===== src/rtl/keypad_event_controller_if.sv =====
// Consumer-side event handshake for the keypad event controller.
// master drives out_valid/out_code, slave returns out_ready.
interface keypad_event_if;
  logic       out_valid;
  logic [3:0] out_code;
  logic       out_ready;

  modport master (
    output out_valid,
    output out_code,
    input  out_ready
  );

  modport slave (
    input  out_valid,
    input  out_code,
    output out_ready
  );
endinterface


===== src/rtl/keypad_event_controller.sv =====
// Keypad event controller: scan prescaler, press/release debouncer
// and FWFT event FIFO with ready/valid output and sticky overflow.
//
// Ports:
//   clock, reset     system clock, async active-high reset
//   key_valid/code   decoded key from the scanner
//   scan_tick        one-cycle pulse every SCAN_DIV cycles
//   evt              out_valid/out_code/out_ready event handshake
//   fifo_count       queued event count
//   overflow         sticky drop flag, cleared by clear_overflow
module keypad_event_controller #(
  parameter int SCAN_DIV        = 16,
  parameter int DEBOUNCE_CYCLES = 4,
  parameter int FIFO_DEPTH      = 4
) (
  input  logic                        clock,
  input  logic                        reset,
  input  logic                        key_valid,
  input  logic [3:0]                  key_code,
  output logic                        scan_tick,
  keypad_event_if.master              evt,
  output logic [$clog2(FIFO_DEPTH):0] fifo_count,
  output logic                        overflow,
  input  logic                        clear_overflow
);

  localparam int DW = $clog2(SCAN_DIV);
  localparam int AW = $clog2(FIFO_DEPTH);
  localparam int CW = AW + 1;

  localparam logic [DW-1:0] DIV_LAST = DW'(SCAN_DIV - 1);
  localparam logic [7:0]    DEB      = 8'(DEBOUNCE_CYCLES);
  localparam logic [CW-1:0] FULL_CNT = CW'(FIFO_DEPTH);

  typedef enum logic [1:0] {
    IDLE,
    CONFIRM,
    HELD,
    RELEASE
  } state_t;

  logic [DW-1:0] div_cnt;

  state_t     state;
  logic [7:0] cnt;
  logic [7:0] cnt_inc;
  logic [3:0] cand;

  logic          push_req;
  logic          push_ok;
  logic          pop;
  logic          full;
  logic [3:0]    mem [FIFO_DEPTH];
  logic [AW-1:0] wr_ptr;
  logic [AW-1:0] rd_ptr;

  // prescaler
  always_ff @(posedge clock or posedge reset) begin
    if (reset) begin
      div_cnt   <= '0;
      scan_tick <= 1'b0;
    end else if (div_cnt == DIV_LAST) begin
      div_cnt   <= '0;
      scan_tick <= 1'b1;
    end else begin
      div_cnt   <= div_cnt + 1'b1;
      scan_tick <= 1'b0;
    end
  end

  assign cnt_inc = cnt + 8'd1;

  // A push is the accepting edge of a press: IDLE when a single
  // sample suffices, else the final matching CONFIRM sample.
  // The pushed code equals key_code in both cases.
  always_comb begin
    push_req = 1'b0;
    if (scan_tick && key_valid) begin
      unique case (state)
        IDLE:    push_req = (DEBOUNCE_CYCLES == 1);
        CONFIRM: push_req = (key_code == cand) &&
                            (cnt_inc >= DEB);
        default: push_req = 1'b0;
      endcase
    end
  end

  // debounce FSM
  always_ff @(posedge clock or posedge reset) begin
    if (reset) begin
      state <= IDLE;
      cnt   <= '0;
      cand  <= '0;
    end else if (scan_tick) begin
      unique case (state)
        IDLE: begin
          if (key_valid) begin
            cand  <= key_code;
            cnt   <= 8'd1;
            state <= (DEBOUNCE_CYCLES == 1) ? HELD : CONFIRM;
          end
        end
        CONFIRM: begin
          if (!key_valid) begin
            cnt   <= '0;
            state <= IDLE;
          end else if (key_code != cand) begin
            cand <= key_code;
            cnt  <= 8'd1;
          end else begin
            cnt <= cnt_inc;
            if (cnt_inc >= DEB)
              state <= HELD;
          end
        end
        HELD: begin
          if (!key_valid) begin
            cnt   <= 8'd1;
            state <= RELEASE;
          end
        end
        RELEASE: begin
          if (key_valid) begin
            state <= HELD;
          end else begin
            cnt <= cnt_inc;
            if (cnt_inc >= DEB)
              state <= IDLE;
          end
        end
        default: state <= IDLE;
      endcase
    end
  end

  // event FIFO
  assign full    = (fifo_count == FULL_CNT);
  assign pop     = evt.out_valid && evt.out_ready;
  assign push_ok = push_req && (!full || pop);

  always_ff @(posedge clock) begin
    if (push_ok)
      mem[wr_ptr] <= key_code;
  end

  always_ff @(posedge clock or posedge reset) begin
    if (reset) begin
      wr_ptr     <= '0;
      rd_ptr     <= '0;
      fifo_count <= '0;
      overflow   <= 1'b0;
    end else begin
      if (push_ok)
        wr_ptr <= wr_ptr + 1'b1;
      if (pop)
        rd_ptr <= rd_ptr + 1'b1;
      unique case ({push_ok, pop})
        2'b10:   fifo_count <= fifo_count + 1'b1;
        2'b01:   fifo_count <= fifo_count - 1'b1;
        default: fifo_count <= fifo_count;
      endcase
      // a drop on the same edge as a clear keeps the flag set
      if (push_req && !push_ok)
        overflow <= 1'b1;
      else if (clear_overflow)
        overflow <= 1'b0;
    end
  end

  // stale storage is masked so the code reads 0 while empty
  assign evt.out_valid = (fifo_count != '0);
  assign evt.out_code  = evt.out_valid ? mem[rd_ptr] : 4'h0;

endmodule

===== src/flat_wrapper.sv =====
// flat-port wrapper written by rule: the top's interface ports become plain ports
module keypad_event_controller_flat 
#(
  parameter int SCAN_DIV        = 16,
  parameter int DEBOUNCE_CYCLES = 4,
  parameter int FIFO_DEPTH      = 4
)
  (clock, reset, key_valid, key_code, scan_tick, fifo_count, overflow, clear_overflow, evt_out_valid, evt_out_code, evt_out_ready);
  keypad_event_if evt_i ();
  input  logic clock;
  input  logic reset;
  input  logic key_valid;
  input  logic [3:0] key_code;
  output logic scan_tick;
  output logic [$clog2(FIFO_DEPTH):0] fifo_count;
  output logic overflow;
  input  logic clear_overflow;
  output wire logic [$bits(evt_i.out_valid)-1:0] evt_out_valid;
  output wire logic [$bits(evt_i.out_code)-1:0] evt_out_code;
  input wire logic [$bits(evt_i.out_ready)-1:0] evt_out_ready;
  assign evt_out_valid = evt_i.out_valid;
  assign evt_out_code = evt_i.out_code;
  assign evt_i.out_ready = evt_out_ready;
  keypad_event_controller #(.SCAN_DIV(SCAN_DIV), .DEBOUNCE_CYCLES(DEBOUNCE_CYCLES), .FIFO_DEPTH(FIFO_DEPTH)) u_core (.clock(clock), .reset(reset), .key_valid(key_valid), .key_code(key_code), .scan_tick(scan_tick), .evt(evt_i), .fifo_count(fifo_count), .overflow(overflow), .clear_overflow(clear_overflow));
endmodule

===== config.mk =====
export PLATFORM = sky130hd
export DESIGN_NAME = keypad_event_controller_flat
export DESIGN_NICKNAME = d
export VERILOG_FILES = /design/src/rtl/keypad_event_controller_if.sv /design/src/rtl/keypad_event_controller.sv /design/src/flat_wrapper.sv
export SDC_FILE = /design/constraint.sdc
export NUM_CORES = 1
export LEC_CHECK = 0
export BUFFER_PORTS_ARGS = -buffer_cell sky130_fd_sc_hd__clkbuf_2
export CAP_MARGIN = 20
export CORE_ASPECT_RATIO = 1.2
export CORE_MARGIN = 4
export CORE_UTILIZATION = 45
export DETAILED_ROUTE_END_ITERATION = 12
export PLACE_DENSITY = 0.63
export SETUP_SLACK_MARGIN = 0.15
export SLEW_MARGIN = 40
export SYNTH_ARGS = -nofsm -noshare
export SYNTH_HDL_FRONTEND = slang
export SYNTH_SLANG_ARGS = --single-unit

===== constraint.sdc =====
create_clock -name clock -period 2.8 [get_ports clock]
set_input_delay 0.14 -clock clock [delete_from_list [all_inputs] [get_ports clock]]
set_output_delay 0.14 -clock clock [all_outputs]
set_load 0.02 [all_outputs]

==> key figures <==
Outcome
  – Status: complete, no violations

Yosys
  – Synthesis-stage register bit count: 43
  – Post-synthesis instance area: 2150 um^2
  – Cell type contributing the most total cell area after synthesis: dfrtp_1
  – Most used standard cell by instance count after synthesis: dfrtp_1
  – Synthesized Nets: 195
  – Commonest cells in the synthesized netlist: dfrtp_1, edfxtp_1, o21ai_0, nand2_1, inv_1
  – Post-synth top area share: 0.315
  – Predominant post-synthesis flop cell: dfrtp_1
  – Post-synthesis cell type count: 46
  – Sequential fraction of the synthesis area: 0.538
  – Mapped Cells: 179
  – Synth Area per Inst: 12.0 um^2
  – Count of flip-flops with a built-in enable after synthesis: 16
  – Ys async rst share: 0.628
  – Number of warning messages in the yosys log: 0
  – Synth area leaders: dfrtp_1, edfxtp_1, mux4_2

Worst hold path
  – Hold path start: clear_overflow
  – Worst hold stages: 2
  – Min-Delay Endpoint: u_core.overflow$_DFFE_PP0P_
  – Worst min path class: in -> reg

Clock network
  – Hold_buf cts: 1
  – Clock latency reported for the late side of the worst-skew pair: 0.29 ns
  – Number of buffers inserted during clock tree synthesis: 5
  – Longest Clk Path Bufs: 2
  – Clock tree sinks: 43
  – Setup Buffers After CTS: 0
  – Buffer cell driving the clock tree root: clkbuf_8
  – Clock tree from TritonCTS: built
  – CTS H-tree depth: 2
  – Post_cts resized: 0
  – Clock transition at the register clock pins on the worst setup and hold paths after CTS: 0.08 ns

Worst setup path
  – Crit path kind: reg -> reg
  – Depth of the most critical reg-to-reg path: 8
  – Endpoint of the worst-slack reg-to-reg timing path: u_core.fifo_count[1]$_DFFE_PP0P_
  – Data required time of the worst path: 2.98 ns
  – Max Fanout on Critical Path: 7
  – Startpoint type of the worst setup path: flip-flop
  – Launch instance of the worst register-to-register path: u_core.cnt[0]$_DFFE_PP0P_
  – Register-to-register setup slack: 0.29 ns
  – Critical Path End Type: flip-flop
  – Data arrival, critical path: 2.69 ns

Floorplan
  – Rows: 27
  – Initial core utilization: 0.468
  – Ports placed on the boundary: 19
  – DIE AREA: 5950 um^2
  – Core region area: 4590 um^2
  – Horizontal die dimension: 71.1 um
  – DIE HEIGHT: 83.7 um

Layout
  – Area delta synth->final: 13.2%
  – Post-layout instance area: 2430 um^2
  – Final standard cell count with taps included and fillers excluded: 262
  – Final-stage net count: 219
  – Number of inserted diodes: 0
  – Layout cell share with drive strength beyond 1: 0.240

Timing
  – Final hold viol count: 0
  – Worst-margin pin slew: 0.706 ns
  – Peak Freq: 0.398 GHz
  – Post-layout min period: 2.51 ns
  – RSZ-0062 raised after global routing: no
  – Period utilization: 0.897
  – Clock skew after layout: 0.00827 ns
  – Setup violation total in the final timing report: 0
  – Worst slew margin relative to its limit: 0.525
  – Summed negative setup slack over all endpoints: 0 ns
  – Max Transition Viols Final: 0

Routing
  – Wirelength, routed: 3820 um
  – DRT antenna net count: 0
  – DR vias: 1418
  – Total DRC errors in the routed layout: 0
  – Per-cell via count in the routed design: 5.41
  – First DRT Iteration DRCs: 43
  – First drt pass iteration count: 4
  – Per-cell routed wire length: 14.6 um

Global routing
  – Number of global-route vias before repair: 1494
  – Residual overflow from global routing: 0
  – Tot GR Track Use: 0.143
  – Pin count of the biggest net entering global routing: 28
  – First-pass GRT wire length: 6710 um
  – Number of antenna violations at the first check in global routing: 0

Power and ir drop
  – Internal power: 1.17 mW
  – Sequential group share of total power: 0.462
  – Largest vdd supply drop: 0.000331 V
  – Switching pwr: 514 uW
  – Power Dens Cells: 694 nW/um^2
  – Power share of the clock group: 0.290
  – Combinational power share: 0.249
  – Fraction of power spent switching nets: 0.305
  – Leakage dissipation: 0.988 nW

Place
  – Dpl hpwl: 2880 um
  – Port Buffers: 18
  – Cell count after placement: 253
  – Standard cell area after detailed placement: 2310 um^2
  – Last weighted congestion value of the routability-driven placer: 0.836

Flow run
  – Max Cap Violations: 0
==> power groups by stage <==
stage                     combinational, mW  clock [mW]  sequential, mW
after floorplan                       0.312           0           0.789
after global placement                0.408           0           0.790
after detailed placement              0.425           0           0.795
after CTS                             0.428       0.502           0.781
after global routing                  0.459       0.530           0.793
final                                 0.420       0.489           0.779
==> cells by family after synthesis <==
kind of cell               count (synthesis)  share of synthesized area
xor gates and xnor gates                  11                     0.0448
adders and majority gates                  7                     0.0443
muxes                                     10                     0.0751
buffers and inverters                     12                     0.0210
DFF                                       43                      0.538
and+or+nand+nor                           56                      0.151
AOI/OAI and AO/OA                         40                      0.125
==> per-stage QoR <==
step	setup WS (ns)	util	power (mW)	hold WS (ns)
6_report	0.290	0.529	1.69	0.0461
5_1_grt	0.154	0.529	1.78	0.0392
3_3_place_gp	0.348	0.502	1.20	0.352
2_1_floorplan	0.254	-	1.10	0.193
3_5_place_dp	0.291	0.502	1.22	0.223
4_1_cts	0.280	0.529	1.71	0.0386
==> worst max-delay path by stage <==
| stage | startpoint | slack, ns | depth (start not counted) | to |
|---|---|---|---|---|
| after global placement | u_core.cnt[0]$_DFFE_PP0P_ | 0.35 | 8 | u_core.fifo_count[1]$_DFFE_PP0P_ |
| after global routing | u_core.cnt[0]$_DFFE_PP0P_ | 0.15 | 8 | u_core.fifo_count[1]$_DFFE_PP0P_ |
| after floorplan | u_core.cnt[0]$_DFFE_PP0P_ | 0.25 | 8 | u_core.fifo_count[1]$_DFFE_PP0P_ |
| after CTS | u_core.cnt[0]$_DFFE_PP0P_ | 0.28 | 8 | u_core.fifo_count[1]$_DFFE_PP0P_ |
| after detailed placement | u_core.cnt[0]$_DFFE_PP0P_ | 0.29 | 8 | u_core.fifo_count[1]$_DFFE_PP0P_ |
| final | u_core.cnt[0]$_DFFE_PP0P_ | 0.29 | 8 | u_core.fifo_count[1]$_DFFE_PP0P_ |
==> flip-flops by register name, indices dropped and copies added, names as in the netlist, named ones only <==
| register | count |
|---|---|
| u_core.state | 1 |
| u_core.div_cnt | 4 |
| u_core.cand | 4 |
| u_core.rd_ptr | 2 |
| u_core.fifo_count | 3 |
| u_core.cnt | 8 |
| u_core.wr_ptr | 2 |
| u_core.scan_tick | 1 |
| u_core.mem | 16 |
| u_core.overflow | 1 |
==> metal layers <==
layer | wire length [um] | global-route usage | vias up
li1 | - | - | 694
met1 | 1590 | 0.168 | 684
met2 | 2000 | 0.246 | 33
met3 | 160 | 0.0386 | 7
met4 | 69 | 0.0564 | 0
met5 | 0 | 0 | -
==> worst max-delay path: stages (launching register included) <==
cell and delay (ns):
dfrtp_1 0.46, ha_1 0.30, a311o_1 0.37, o21ai_1 0.13, a22oi_4 0.08, o21bai_2 0.16, and2b_1 0.20, fa_1 0.42
mux2_4 0.28
==> placed cells by master (no fill, tap or decap), types with 6 or more instances in the layout <==
master	count
and2_1	8
clkbuf_2	18
dfrtp_1	27
edfxtp_1	16
ha_1	6
inv_1	8
nand2_1	13
nand3_1	6
nor2_1	6
o21ai_0	16
o31ai_1	6
xor2_1	6
==> cell type report <==
| cell class | count | area, um^2 |
|---|---|---|
| timing repair buffer | 20 | 108 |
| fill | 423 | 2160 |
| sequential | 43 | 1160 |
| inverter | 9 | 33.8 |
| clock inverter | 3 | 46.3 |
| tap | 58 | 72.6 |
| clock buffer | 5 | 68.8 |
| multi-input combinational | 124 | 947 |
No activity file was read; power rests on OpenSTA's default activity.
